`config.mk`:
```
export PLATFORM = sky130hd
export DESIGN_NAME = ram_d_arbiter
export DESIGN_NICKNAME = d
export VERILOG_FILES = /design/src/rtl/ram_d_arbiter.sv
export SDC_FILE = /design/constraint.sdc
export NUM_CORES = 1
export LEC_CHECK = 0
export ABC_AREA = 1
export CAP_MARGIN = 15
export CORE_AREA = 5 5 133 135
export DETAILED_ROUTE_END_ITERATION = 12
export DIE_AREA = 0 0 138 140
export PLACE_DENSITY = 0.87
export RECOVER_POWER = 100
export SYNTH_ARGS = -nofsm -noshare
export SYNTH_HDL_FRONTEND = slang
export SYNTH_SLANG_ARGS = --single-unit
```
`constraint.sdc`:
```
create_clock -name clock -period 2.81 [get_ports clock]
set_clock_uncertainty 0.05 [all_clocks]
set_input_delay 0.562 -clock clock [delete_from_list [all_inputs] [get_ports clock]]
set_output_delay 0.562 -clock clock [all_outputs]
set_load 0.02 [all_outputs]
```
`src/rtl/ram_d_arbiter.sv`:
```
// rtl/ram_d_arbiter.sv - two-port arbiter in front of the single-port data RAM
// Issues one registered RAM command per cycle and returns read data two cycles after grant.
module ram_d_arbiter #(
    parameter int ADDR_W     = 32,
    parameter int DATA_W     = 32,
    parameter int DEPTH      = 328,
    parameter int FIXED_PRIO = 0
) (
    input  logic              clock,
    input  logic              reset,
    input  logic              req0,
    input  logic              req1,
    input  logic              we0,
    input  logic              we1,
    input  logic [ADDR_W-1:0] addr0,
    input  logic [ADDR_W-1:0] addr1,
    input  logic [DATA_W-1:0] wdata0,
    input  logic [DATA_W-1:0] wdata1,
    output logic              gnt0,
    output logic              gnt1,
    output logic              rvalid0,
    output logic              rvalid1,
    output logic [DATA_W-1:0] rdata0,
    output logic [DATA_W-1:0] rdata1,
    output logic              err0,
    output logic              err1,
    output logic [ADDR_W-1:0] address,
    output logic [DATA_W-1:0] data,
    output logic              wren,
    input  logic [DATA_W-1:0] q
);

    localparam logic [ADDR_W-1:0] DEPTH_A = ADDR_W'(DEPTH);

    typedef struct packed {
        logic valid;
        logic port;
        logic is_read;
        logic err;
    } tag_t;

    logic              prio1_q, prio1_d;
    logic [ADDR_W-1:0] address_q, address_d;
    logic [DATA_W-1:0] data_q, data_d;
    logic              wren_q, wren_d;
    tag_t              tag0_q, tag0_d;
    tag_t              tag1_q, tag1_d;
    logic [DATA_W-1:0] rdata0_q, rdata0_d;
    logic [DATA_W-1:0] rdata1_q, rdata1_d;

    logic              any_gnt;
    logic              sel_we;
    logic [ADDR_W-1:0] sel_addr;
    logic [DATA_W-1:0] sel_wdata;
    logic              in_range;

    // prio1_q set means port 1 wins the next contested cycle
    always_comb begin
        gnt0 = 1'b0;
        gnt1 = 1'b0;
        if (!reset) begin
            if (req0 && req1) begin
                if (FIXED_PRIO != 0 || !prio1_q) begin
                    gnt0 = 1'b1;
                end else begin
                    gnt1 = 1'b1;
                end
            end else begin
                gnt0 = req0;
                gnt1 = req1;
            end
        end
    end

    always_comb begin
        any_gnt   = gnt0 | gnt1;
        sel_we    = gnt1 ? we1 : we0;
        sel_addr  = gnt1 ? addr1 : addr0;
        sel_wdata = gnt1 ? wdata1 : wdata0;
        in_range  = sel_addr < DEPTH_A;

        prio1_d   = prio1_q;
        address_d = address_q;
        data_d    = data_q;
        wren_d    = 1'b0;
        if (any_gnt) begin
            prio1_d = gnt0;
            if (in_range) begin
                address_d = sel_addr;
                data_d    = sel_wdata;
                wren_d    = sel_we;
            end
        end

        tag0_d.valid   = any_gnt;
        tag0_d.port    = gnt1;
        tag0_d.is_read = !sel_we;
        tag0_d.err     = !in_range;
        tag1_d         = tag0_q;
    end

    // q is already aligned with the second tag stage, so read data passes straight through
    always_comb begin
        rvalid0  = tag1_q.valid && tag1_q.is_read && !tag1_q.err && !tag1_q.port;
        rvalid1  = tag1_q.valid && tag1_q.is_read && !tag1_q.err && tag1_q.port;
        err0     = tag1_q.valid && tag1_q.err && !tag1_q.port;
        err1     = tag1_q.valid && tag1_q.err && tag1_q.port;
        rdata0_d = rvalid0 ? q : rdata0_q;
        rdata1_d = rvalid1 ? q : rdata1_q;
        rdata0   = rdata0_d;
        rdata1   = rdata1_d;
        address  = address_q;
        data     = data_q;
        wren     = wren_q;
    end

    always_ff @(posedge clock) begin
        if (reset) begin
            prio1_q   <= 1'b0;
            address_q <= '0;
            data_q    <= '0;
            wren_q    <= 1'b0;
            tag0_q    <= '0;
            tag1_q    <= '0;
            rdata0_q  <= '0;
            rdata1_q  <= '0;
        end else begin
            prio1_q   <= prio1_d;
            address_q <= address_d;
            data_q    <= data_d;
            wren_q    <= wren_d;
            tag0_q    <= tag0_d;
            tag1_q    <= tag1_d;
            rdata0_q  <= rdata0_d;
            rdata1_q  <= rdata1_d;
        end
    end

endmodule

```
## Word-level counts from Yosys, hierarchy flattened

Index checks and enable logic that the tools add are counted.

| word-level totals | value |
|---|---|
| output and inout bits | 135 |
| bits in registers | 138 |

| operators by class | value |
|---|---|
| bitwise gates (word level) | 3 |
| $lt $le $gt $ge | 1 |
| reductions and logical operators | 14 |
| muxes and demuxes | 11 |

Operators with widths:

| operator | number |
|---|---|
| $mux W32 | 4 |
| $lt A32 B9 Y1 const B | 1 |
| $logic_and A1 B1 Y1 | 8 |
| $mux W1 | 7 |
| $logic_not A1 Y1 | 4 |
| $reduce_or A3 Y1 | 1 |
| $not A1 Y1 | 2 |
| $reduce_and A2 Y1 | 1 |
| $or A1 B1 Y1 | 1 |

## Longest topological paths before layout

| logic depth | value |
|---|---|
| word-level depth | 7 |
| mapped depth | 17 |
| mapped depth without buffers | 14 |

## Worst setup path after synthesis

No wires, ideal clock.

| path | value |
|---|---|
| path type | input -> output |
| from | input reset |
| to | output gnt1 |
| stages on the path | 6 |
| path buffers | 3 |
| slack | 506 ps |
| arrival time | 1,692 ps |
| required time | 2,198 ps |
| path through | buf_6 -> nor2_8 -> nand2_4 -> inv_2 -> clkbuf_1 -> clkbuf_1 |

| on the way | value |
|---|---|
| cells in the longest elaborated chain, start to end | 1 |

RTL lines:

| item | RTL line | source |
|---|---|---|
| start, declared | 10 | `input logic reset,` |
| $mux W1 | 61 | `if (!reset) begin` |
| end, declared | 20 | `output logic gnt1,` |

Every way passes these cells.

## Final worst setup path

| path | value |
|---|---|
| from | register tag1_q[3] (netlist name) |
| to | output rdata1[9] |

| on the way | value |
|---|---|
| cells in the longest elaborated chain, start to end | 4 |

RTL lines:

| item | RTL line | source |
|---|---|---|
| start, declared | 47 | `tag_t tag1_q, tag1_d;` |
| start signal, assigned | 133 | `tag1_q <= tag1_d;` |
| $logic_and A1 B1 Y1 (3 in a row) | 105 | `rvalid1 = tag1_q.valid && tag1_q.is_read && !tag1_q.err && tag1_q.port;` |
| $mux W32 | 109 | `rdata1_d = rvalid1 ? q : rdata1_q;` |
| end, declared | 24 | `output logic [DATA_W-1:0] rdata1,` |

Every way passes these cells.

==> flow_summary.json <==
{
  "cts-buffers-inserted": 17,
  "path_max_fanout": 9,
  "report.final.slew_viol_count": 0,
  "num-nets-final": 1519,
  "vdd_ir_drop_max_mv": 0.386,
  "tritoncts": "yes",
  "internal_power_uw": 3660,
  "layout_min_cycle_time_ns": 2.67,
  "cp-end-kind": "primary output",
  "hp-class": "flip-flop to flip-flop",
  "crit_start": "tag1_q[3]",
  "post-route-period-util_pct": 94.9,
  "finalWeightedCongestion": 0.883,
  "reg2reg_to": "address[26]",
  "cp.required_ns": 2.20,
  "p_per_area_nw_per_um2": 452,
  "synthesis.instances": 1055,
  "die_height_um": 140,
  "grt_overflow": 0,
  "num_vias": 7160,
  "ys_seq_elements": 138,
  "std_cell_core_area_sq_um": 16300,
  "std_cell_rows": 47,
  "worst_path_max_delay_cell": "clkdlybuf4s50_1",
  "route.antenna.remaining_nets": 0,
  "clock_tree_root_buffer_cell": "clkbuf_16",
  "finalHoldViolations": 0,
  "finish.utilization_pct": 64.5,
  "cell_count_along_the_critical_path": 8,
  "crit_top_cell": "nand2_1",
  "mappedNetlistNets": 1221,
  "ant_diodes": 0,
  "synth_warnings": 0,
  "number_of_cell_instances_on_the_worst_register_to_register_path": 14,
  "timing.critical_path.cells": "nand2_1 > nor2_1 > nand2_1 > inv_2 > or2_2 > inv_1 > a21oi_1 > clkdlybuf4s50_1",
  "worst_setup_path_endpoint": "rdata1[9]",
  "area_growth_syn_to_layout_pct": 56.0,
  "most-common-layout-cells": "306 x nand2_1, 176 x inv_1, 165 x clkdlybuf4s50_1, 163 x nor2_1, 138 x dfxtp_1",
  "clk_pin_slew_worst_paths_ns": 0.05,
  "worstMarginPinSlew_ns": 1.01,
  "cts_buffer_depth": 2,
  "crit_path_max_incr_delay_ns": 0.64,
  "power_dissipated_by_switching_net_loads_uw": 1110,
  "ioPinCount": 301,
  "comb_power_share_pct": 12.0,
  "fin_total_pwr_uw": 4770,
  "start_util_pct": 41.3,
  "final_common_cell": "nand2_1",
  "outcome": "complete, no violations",
  "placedInstanceArea_sq_um": 10100,
  "setup_viol_count_final": 0,
  "cts_hold_buf": 0,
  "fmax_mhz": 375,
  "dr.first_iter.drc_count": 301,
  "worst_case_headroom_to_the_max_slew_limit_pct": 32.9,
  "critPathLaunchType": "flip-flop",
  "path_delay_family": "buffers and inverters",
  "power.static_leakage_uw": 0.00592,
  "floorplan.die.width_um": 138,
  "ys_types": 24,
  "portBuffers": 300,
  "rsz0062_at_grt": "false",
  "grt_antenna_before_repair": 0,
  "synth-seq-area-share_pct": 40.9,
  "dp_hpwl_um": 16200,
  "routed_wire_length_per_instance_um": 13.4,
  "crit_arrival_ns": 2.06,
  "drt-total-wl_um": 21200,
  "p_seq_share_pct": 41.5,
  "first_pass_grt_wire_length_um": 33700,
  "crit-reg2reg-launch": "prio1_q",
  "number_of_global_route_vias_before_repair": 6863,
  "finalInstanceArea_sq_um": 10500,
  "die_area_sq_um": 19300,
  "fraction_of_final_layout_cells_with_drive_strength_greater_than_1_pct": 10.1,
  "globalRouteTotalUtil_pct": 21.1,
  "worst-r2r-setup-slack_ns": 0.60,
  "clock_insertion_delay_worst_skew_ns": 0.40,
  "vias_per_cell": 4.52,
  "clock_group_share_of_total_power_pct": 46.6,
  "number_of_levels_the_h_tree_was_split_into": 4,
  "grt_start_max_net_pins": 95,
  "timing.setup.critical_path_class": "flip-flop to primary output",
  "switching_share_pct": 23.2,
  "drt_first_pass_iters": 6,
  "maxCapViolCount": 0,
  "drc_errors": 0,
  "worstPathBufferInverterCount": 3,
  "clock_sinks": 138,
  "synthesized_area_sq_um": 6760,
  "syn_avg_cell_area_sq_um": 6.41
}
-- registers in the layout, summed over array words and instances (netlist names) --
signal,flops
wren,1
data,32
address,32
rdata1_q,32
rdata0_q,32
tag0_q,4
prio1_q,1
tag1_q,4
-- layout make-up --
class	count	area (sq um)
clock inverters	9	114
flip-flops and latches	138	2760
inverters	180	676
fillers	1445	5810
well taps	220	275
repair buffers	337	3200
multi-input cells	679	3040
clock buffers	22	474
-- cell usage after synthesis --
library cell  number  area, sq um
nor2_8             1         20.0
nand3_1           21          105
nand2_1          306         1150
nor2_1           164          616
o21ai_0           34          170
o21a_1             1         7.51
inv_2              1         3.75
or2_2             65          407
clkbuf_1          33          124
buf_6              5         56.3
nand2_2            1         6.26
buf_1              4         15.0
nand3b_1          12         90.1
a21oi_1           33          165
dfxtp_1          138         2760
nand2_4            1         11.3
o21ai_2            1         8.76
buf_2             13         65.1
a211oi_1          33          248
clkinv_1           2         7.51
nand4_1            3         18.8
nor3_1             3         15.0
inv_1            177          664
buf_4              3         22.5
-- how the worst min path moves through the flow --
stage | from | end | depth (start not counted)
4_1_cts | tag0_q[1] | tag1_q[1] | 2
3_3_place_gp | tag0_q[2] | tag1_q[2] | 2
6_report | tag0_q[1] | tag1_q[1] | 2
5_1_grt | tag0_q[1] | tag1_q[1] | 2
3_5_place_dp | tag0_q[0] | tag1_q[0] | 2
2_1_floorplan | tag0_q[0] | tag1_q[0] | 2
-- logic make-up (layout without fill, tap and decap cells) --
| family | after synthesis | in the layout | share of synthesized area [%] |
|---|---|---|---|
| compound gates | 102 | 102 | 8.87 |
| buf+inv | 238 | 548 | 14.2 |
| flops | 138 | 138 | 40.9 |
| simple gates | 577 | 577 | 36.1 |
-- worst reg2reg max path: stages, from the launching register on --
cell and delay (ns):
dfxtp_1 0.35, inv_1 0.07, nand2_2 0.10, nand2_4 0.09, buf_4 0.19, nand2_1 0.07, nand2_1 0.05, nor2_1 0.14
nand2_1 0.08, nor2_1 0.17, nand4_1 0.19, buf_12 0.20, buf_4 0.20, nand2_1 0.07, nor2_1 0.04
-- per-layer routing --
metal,track usage (%),part of all wire (%),up-vias
met5,0,0,-
met4,8.27,2.7,0
li1,-,-,3738
met1,23.5,39,3129
met3,8.73,10,44
met2,36.0,48,249
-- timing repair --
action | CTS | global route
setup endpoints to repair | 63 | 26
resized for setup | 64 | 13
setup buffers | 0 | 0
cloned | 0 | 0
-- through the flow --
step           hold slack [ns]  TNS [ns]  setup WS [ns]  instances
3_5_place_dp             0.348     -9.92         -0.193       1554
5_1_grt                  0.378         0        0.00145       1585
2_1_floorplan            0.338         0          0.506       1055
3_3_place_gp             0.345     -5.35         -0.102       1554
6_report                 0.355         0          0.143       1585
4_1_cts                  0.357  -0.00134       -0.00134       1585
-- power by group through the flow --
| stage | Clock (uW) | Combinational [uW] | Sequential, uW |
|---|---|---|---|
| 4_1_cts | 2260 | 575 | 1980 |
| 2_1_floorplan | 0 | 250 | 2020 |
| 3_5_place_dp | 0 | 583 | 2020 |
| 6_report | 2220 | 570 | 1980 |
| 3_3_place_gp | 0 | 577 | 2020 |
| 5_1_grt | 2360 | 627 | 1980 |
Note: power is estimated with default switching activity, not from simulation.
